$ cat src/rtl/mem_rd_arbiter.sv
// mem_rd_arbiter: shares one AXI read-address / read-data port between the
// PageRank read requesters (0 = vertex stream, 1 = in-edge stream,
// 2 = random PR reads).
//   - Round-robin grant into a single registered AR slot, with a limit on
//     outstanding transactions per requester.
//   - ARID carries the requester index; R beats are steered back by RID.
// Ports:
//   clk, rst                 clock, synchronous active-high reset
//   req_valid/addr/len       per-requester read requests (sliced buses)
//   req_ready                one-cycle pulse when request i is latched
//   ar*_m                    AXI AR channel (master side)
//   r*_m                     AXI R channel (master side)
//   resp_valid/ready/data/last  per-requester response path
//   rid_err                  sticky flag: beat seen with an out-of-range RID
//   outstanding              per-requester outstanding count, 4 bits each
// Optional: define MEM_RD_ARB_STATS_EN to add stat_sel / stat_grants /
// stat_stall (per-requester AR handshake count and AR stall cycle count).
module mem_rd_arbiter #(
    parameter int unsigned N_REQ   = 3,
    parameter int unsigned MAX_OUT = 4,
    parameter int unsigned ADDR_W  = 64,
    parameter int unsigned DATA_W  = 512
) (
    input  logic                clk,
    input  logic                rst,
`ifdef MEM_RD_ARB_STATS_EN
    input  logic [2:0]          stat_sel,
    output logic [31:0]         stat_grants,
    output logic [31:0]         stat_stall,
`endif
    input  logic [N_REQ-1:0]        req_valid,
    input  logic [N_REQ*ADDR_W-1:0] req_addr,
    input  logic [N_REQ*8-1:0]      req_len,
    output logic [N_REQ-1:0]        req_ready,
    output logic [15:0]             arid_m,
    output logic [ADDR_W-1:0]       araddr_m,
    output logic [7:0]              arlen_m,
    output logic [2:0]              arsize_m,
    output logic                    arvalid_m,
    input  logic                    arready_m,
    input  logic [15:0]             rid_m,
    input  logic [DATA_W-1:0]       rdata_m,
    input  logic                    rlast_m,
    input  logic                    rvalid_m,
    output logic                    rready_m,
    output logic [N_REQ-1:0]        resp_valid,
    input  logic [N_REQ-1:0]        resp_ready,
    output logic [DATA_W-1:0]       resp_data,
    output logic                    resp_last,
    output logic                    rid_err,
    output logic [N_REQ*4-1:0]      outstanding
);

    localparam int unsigned PTR_W = (N_REQ > 1) ? $clog2(N_REQ) : 1;
    localparam int unsigned CNT_W = 4;

    logic [PTR_W-1:0]  r_ptr;
    logic              r_arvalid;
    logic [PTR_W-1:0]  r_arid;
    logic [ADDR_W-1:0] r_araddr;
    logic [7:0]        r_arlen;
    logic [N_REQ-1:0]  r_req_ready;
    logic              r_rid_err;
    logic [CNT_W-1:0]  r_cnt [N_REQ];

    logic              w_ar_hs;
    logic              w_slot_free;
    logic              w_rid_bad;
    logic [N_REQ-1:0]  w_elig;
    logic [N_REQ-1:0]  w_inc;
    logic [N_REQ-1:0]  w_dec;
    logic              w_grant_vld;
    logic [PTR_W-1:0]  w_grant_idx;
    logic [PTR_W-1:0]  w_cand;
    logic [ADDR_W-1:0] w_sel_addr;
    logic [7:0]        w_sel_len;

    assign w_ar_hs     = r_arvalid && arready_m;
    assign w_slot_free = !r_arvalid || arready_m;
    assign w_rid_bad   = rid_m >= 16'(N_REQ);

    // Eligibility counts the AR held in the slot as already reserved.
    always_comb begin
        w_elig = '0;
        w_inc  = '0;
        w_dec  = '0;
        for (int unsigned i = 0; i < N_REQ; i++) begin
            w_elig[i] = req_valid[i] &&
                        ((5'(r_cnt[i]) + 5'(r_arvalid && (r_arid == PTR_W'(i))))
                         < 5'(MAX_OUT));
            w_inc[i]  = w_ar_hs && (r_arid == PTR_W'(i));
            w_dec[i]  = rvalid_m && rready_m && rlast_m && (rid_m == 16'(i));
        end
    end

    // Round-robin search starting at the pointer.
    always_comb begin
        w_grant_vld = 1'b0;
        w_grant_idx = '0;
        w_cand      = '0;
        for (int unsigned k = 0; k < N_REQ; k++) begin
            w_cand = PTR_W'((32'(r_ptr) + k) % N_REQ);
            if (!w_grant_vld && w_elig[w_cand]) begin
                w_grant_vld = 1'b1;
                w_grant_idx = w_cand;
            end
        end
    end

    // Payload mux for the granted requester.
    always_comb begin
        w_sel_addr = '0;
        w_sel_len  = '0;
        for (int unsigned i = 0; i < N_REQ; i++) begin
            if (w_grant_idx == PTR_W'(i)) begin
                w_sel_addr = req_addr[i*ADDR_W +: ADDR_W];
                w_sel_len  = req_len[i*8 +: 8];
            end
        end
    end

    // AR slot, pointer and sticky RID error.
    always_ff @(posedge clk) begin
        if (rst) begin
            r_ptr       <= '0;
            r_arvalid   <= 1'b0;
            r_arid      <= '0;
            r_araddr    <= '0;
            r_arlen     <= '0;
            r_req_ready <= '0;
            r_rid_err   <= 1'b0;
        end else begin
            r_req_ready <= '0;
            if (w_slot_free) begin
                if (w_grant_vld) begin
                    r_arvalid                <= 1'b1;
                    r_arid                   <= w_grant_idx;
                    r_araddr                 <= w_sel_addr;
                    r_arlen                  <= w_sel_len;
                    r_req_ready[w_grant_idx] <= 1'b1;
                    r_ptr <= PTR_W'((32'(w_grant_idx) + 32'd1) % N_REQ);
                end else begin
                    r_arvalid <= 1'b0;
                end
            end
            if (rvalid_m && w_rid_bad) begin
                r_rid_err <= 1'b1;
            end
        end
    end

    // Outstanding counters; a late rlast after reset must not wrap below 0.
    always_ff @(posedge clk) begin
        for (int unsigned i = 0; i < N_REQ; i++) begin
            if (rst) begin
                r_cnt[i] <= '0;
            end else if (w_inc[i] && !w_dec[i]) begin
                r_cnt[i] <= r_cnt[i] + CNT_W'(1);
            end else if (w_dec[i] && !w_inc[i] && (r_cnt[i] != '0)) begin
                r_cnt[i] <= r_cnt[i] - CNT_W'(1);
            end
        end
    end

    // R steering by RID; unknown IDs are drained and dropped.
    always_comb begin
        resp_valid = '0;
        rready_m   = 1'b1;
        for (int unsigned i = 0; i < N_REQ; i++) begin
            if (rid_m == 16'(i)) begin
                resp_valid[i] = rvalid_m;
                rready_m      = resp_ready[i];
            end
        end
    end

    always_comb begin
        outstanding = '0;
        for (int unsigned i = 0; i < N_REQ; i++) begin
            outstanding[i*CNT_W +: CNT_W] = r_cnt[i];
        end
    end

    assign arvalid_m = r_arvalid;
    assign arid_m    = 16'(r_arid);
    assign araddr_m  = r_araddr;
    assign arlen_m   = r_arlen;
    assign arsize_m  = 3'b110;
    assign req_ready = r_req_ready;
    assign rid_err   = r_rid_err;
    assign resp_data = rdata_m;
    assign resp_last = rlast_m;

`ifdef MEM_RD_ARB_STATS_EN
    logic [31:0] r_stat_grants [N_REQ];
    logic [31:0] r_stat_stall;

    // Saturating handshake and stall counters.
    always_ff @(posedge clk) begin
        if (rst) begin
            r_stat_stall <= '0;
        end else if (r_arvalid && !arready_m && (r_stat_stall != '1)) begin
            r_stat_stall <= r_stat_stall + 32'd1;
        end
        for (int unsigned i = 0; i < N_REQ; i++) begin
            if (rst) begin
                r_stat_grants[i] <= '0;
            end else if (w_inc[i] && (r_stat_grants[i] != '1)) begin
                r_stat_grants[i] <= r_stat_grants[i] + 32'd1;
            end
        end
    end

    always_comb begin
        stat_grants = '0;
        for (int unsigned i = 0; i < N_REQ; i++) begin
            if (stat_sel == 3'(i)) begin
                stat_grants = r_stat_grants[i];
            end
        end
    end

    assign stat_stall = r_stat_stall;
`endif

endmodule

$ cat config.mk
export PLATFORM = sky130hd
export DESIGN_NAME = mem_rd_arbiter
export DESIGN_NICKNAME = d
export VERILOG_FILES = /design/src/rtl/mem_rd_arbiter.sv
export SDC_FILE = /design/constraint.sdc
export NUM_CORES = 1
export LEC_CHECK = 0
export BUFFER_PORTS_ARGS = -buffer_cell sky130_fd_sc_hd__buf_2
export CAP_MARGIN = 5
export CORE_AREA = 2 2 540 542
export DETAILED_ROUTE_END_ITERATION = 6
export DIE_AREA = 0 0 542 544
export GPL_TIMING_DRIVEN = 0
export PLACE_DENSITY_LB_ADDON = 0.25
export SYNTH_ARGS = -nofsm -noshare
export SYNTH_HDL_FRONTEND = slang
export SYNTH_SLANG_ARGS = --single-unit
export TNS_END_PERCENT = 10
$ cat constraint.sdc
create_clock -name clk -period 6 [get_ports clk]
set_input_delay 1.2 -clock clk [delete_from_list [all_inputs] [get_ports clk]]
set_output_delay 1.2 -clock clk [all_outputs]
set_load 0.05 [all_outputs]
==> metrics.csv <==
stage;metric;value;unit
clocking;Num CTS Buffers;9;
clocking;root buffer cell;clkbuf_16;
placement;I/O Buffers;848;
hold_path;hold depth;2;
setup_path;CP max-delay cell;o21ai_0;
hold_path;Hold Crit Start;araddr_m[39];
layout;P&R area growth vs syn;99.2;%
power;maximum vdd ir drop;0.118;mV
routing;DRC;0;
hold_path;Hold EP;araddr_m[39];
layout;Design Area, Final;19400;µm²
layout;share of cells above drive strength 1;0.662;
layout;Final #Nets;2956;
clocking;cts hold-fix bufs;0;
setup_path;worst path cell trace;buf_2, o311ai_4, maj3_1, o21ai_0, inv_1, ha_1, nor2b_1, clkbuf_2, clkbuf_1, a22oi_1, o21ai_0, nand4_1, o21ai_0;
setup_path;CP required;6.36;ns
logic_synthesis;FF+latch count, synth;93;
setup_path;WP data arrival;5.77;ns
logic_synthesis;sequential area share after synthesis;0.203;
placement;Worst Setup Slack post-DPL;-0.343;ns
logic_synthesis;Post-synth top cells;535 x buf_4, 168 x nand2_1, 104 x o21ai_0;
setup_path;most used cell, CP;o21ai_0;
sta;clock skew;0.0533;ns
global_routing;initial antenna violation count;254;
floorplanning;Die X-Extent;542;µm
sta;Final min period;5.41;ns
layout;Post-Layout Cell Count;6071;
routing;Vias;13800;
setup_path;Worst Setup Start Kind;primary input;
routing;DR iter-0 viols;820;
clocking;Clk pin slew, worst setup/hold paths;0.10;ns
global_routing;first-pass GRT wire length;216000;µm
setup_path;CP Class;in2reg;
logic_synthesis;Async SR Flop Fraction;0;
setup_path;crit path max fanout;11;
power;PwrDens;223;nW/µm²
sta;Tcrit/Tclk final;0.902;
logic_synthesis;ys flop type;dfxtp_1;
placement;placed cell count;5977;
logic_synthesis;post-synth top area cell;buf_4;
power;Tot Pwr;4.33;mW
logic_synthesis;Syn Area/Cell;7.48;µm²
logic_synthesis;largest cells by area after synthesis;buf_4 41%, dfxtp_1 17%, nand2_1 6.5%;
clocking;worst skew pair latency;0.45;ns
power;LEAKAGE;8.29;nW
global_routing;all-layer global routing usage;0.124;
clocking;# clock sinks;93;
setup_path;RR Startpoint;r_cnt[0][2];
logic_synthesis;EDFF count, synth;12;
run_status;failing checks;max-capacitance violations, max-slew violations;
routing;Initial DRT Pass Iterations;6;
sta;Slew HR;-0.0313;
setup_path;Setup crit end kind;register;
sta;final worst setup slack;0.586;ns
setup_path;Register-to-Register Path Depth;13;
logic_synthesis;synth warn;0;
clocking;CTS tree;yes;
floorplanning;Die Footprint;295000;µm²
floorplanning;core area;289000;µm²
setup_path;slowest cell delay on critical path;1.21;ns
logic_synthesis;synthesized area;9760;µm²
placement;Final HPWL DP;180000;µm
logic_synthesis;top cell type's share of synthesized area;0.412;
logic_synthesis;Mapped Cells;1305;
floorplanning;Cell Rows;198;
sta;endpoints failing setup;0;
setup_path;R2R Path End;arlen_m[0];
sta;Pins Over Slew Limit;2;
routing;number of vias per cell;2.27;
clocking;clk buf depth;2;
setup_path;r2r setup slk;0.60;ns
global_routing;pin count of the biggest net entering global routing;17;
placement;gp weighted congestion;0.934;
routing;final wirelength;190000;µm
placement;Post-Place Cell Area;18900;µm²
routing;post-route ant nets;0;
sta;Hold Vio Cnt, Final;0;
global_routing;vias in the first global route;13200;
routing;DR WL/cell;31.4;µm
logic_synthesis;top-count cell post-synth;buf_4;
floorplanning;Starting Density;0.0337;
floorplanning;# IOs;1380;
clocking;H-tree levels;3;
sta;Worst Tran Pin Value;1.53;ns
hold_path;worst hold path type;reg2reg;
run_status;outcome;finished, violations left;
floorplanning;Die H;544;µm
job;Max Cap Viol;1;
global_routing;total grt overflow;0;
sta;RSZ-0062 raised after global routing;no;
logic_synthesis;Netlist cell types;60;
sta;Max Clk Rate;0.185;GHz
-- worst max-delay path: cells and delay by family --
family	cells	cell delay (ns)
adder cells (fa/ha/maj)	2	0.65
AO/OA/AOI/OAI	5	2.11
AND/OR/NAND/NOR	2	0.30
buffers and inverters	4	1.47
-- layer usage --
metal  vias up  routed length [µm]  GRT usage
li1       5768                   -          -
met1      6169               56300      0.105
met2      1188               89600      0.210
met3       424               38200      0.116
met4       244                4640     0.0249
met5         -                1640    0.00195
-- placed cells by master (no fill, tap or decap), types with 2 or more instances in the layout --
cell type,instances
clkinvlp_4,2
a32oi_1,2
clkbuf_16,9
inv_1,16
nor2b_1,3
nand4_1,74
a22oi_1,72
buf_1,5
nand2b_1,4
dfxtp_1,81
edfxtp_1,12
nor2_1,20
nor4_4,4
a31oi_1,2
diode_2,78
nor2_2,2
o21ai_1,53
buf_2,858
nand2_1,168
o21ai_0,98
nand3_1,6
a21oi_1,14
buf_12,2
inv_6,2
o211ai_1,2
buf_4,540
clkbuf_2,9
nand3b_1,2
nand2_2,2
o211ai_2,3
buf_6,4
conb_1,17
clkbuf_1,47
a211oi_1,3
nor3_1,7
ha_1,11
and3_1,6
-- registers in the layout, indices dropped and copies added (netlist names) --
name / count
rid_err: 1
arvalid_m: 1
r_arid: 2
r_cnt: 12
req_ready: 3
r_ptr: 2
araddr_m: 64
arlen_m: 8
-- kinds of logic (layout without fill, tap and decap cells) --
logic type               Yosys count  in the layout  share of synthesized area
AO/OA/AOI/OAI                    264            264                      0.171
XOR/XNOR                           2              2                    0.00180
adder cells (fa/ha/maj)           13             13                     0.0172
buffers and inverters            624           1497                      0.449
flip-flops                        93             93                      0.203
multiplexers                       2              2                    0.00218
other                              2             95                   0.000770
AND/OR/NAND/NOR                  305            305                      0.155
-- how the worst max path moves through the flow --
stage	startpoint	to	slack, ns	cells past startpoint
global route	r_cnt[0][2]	araddr_m[51]	0.12	12
CTS	r_cnt[0][2]	arlen_m[1]	0.09	13
detailed placement	req_valid[0]	arlen_m[1]	-0.34	13
global placement	req_valid[0]	araddr_m[8]	-1.80	13
floorplan	rid_m[9]	resp_valid[1]	1.73	5
finish	req_valid[0]	arlen_m[0]	0.59	13
-- area by class of cell --
type | count | area (µm²)
Clock inverter | 6 | 71.3
Sequential cell | 93 | 1980
Antenna cell | 78 | 195
Multi-Input combinational cell | 603 | 3450
Tap cell | 3800 | 4750
Fill cell | 34300 | 270000
Timing Repair Buffer | 858 | 4360
Inverter | 16 | 60.1
Clock buffer | 9 | 225
Buffer | 608 | 4330
-- where the power goes --
group | internal, mW | total (mW) | switching (mW)
registers | 0.722 | 0.786 | 0.0639
logic | 0.659 | 2.83 | 2.17
clock network | 0.328 | 0.722 | 0.394
total | 1.71 | 4.33 | 2.63
-- per-stage QoR --
step | hold slack (ns) | util | TNS [ns]
finish | 0.451 | 0.0671 | 0
global route | 0.470 | 0.0667 | 0
CTS | 0.453 | 0.0664 | 0
detailed placement | 0.441 | 0.0654 | -1.11
global placement | 0.437 | 0.0650 | -28.99
floorplan | 0.471 | - | 0
-- timing repair --
item,CTS,global route
gates resized for setup,0,1
setup endpoints to repair,0,1
buffers inserted,0,0
No activity file was read; power rests on OpenSTA's default activity.
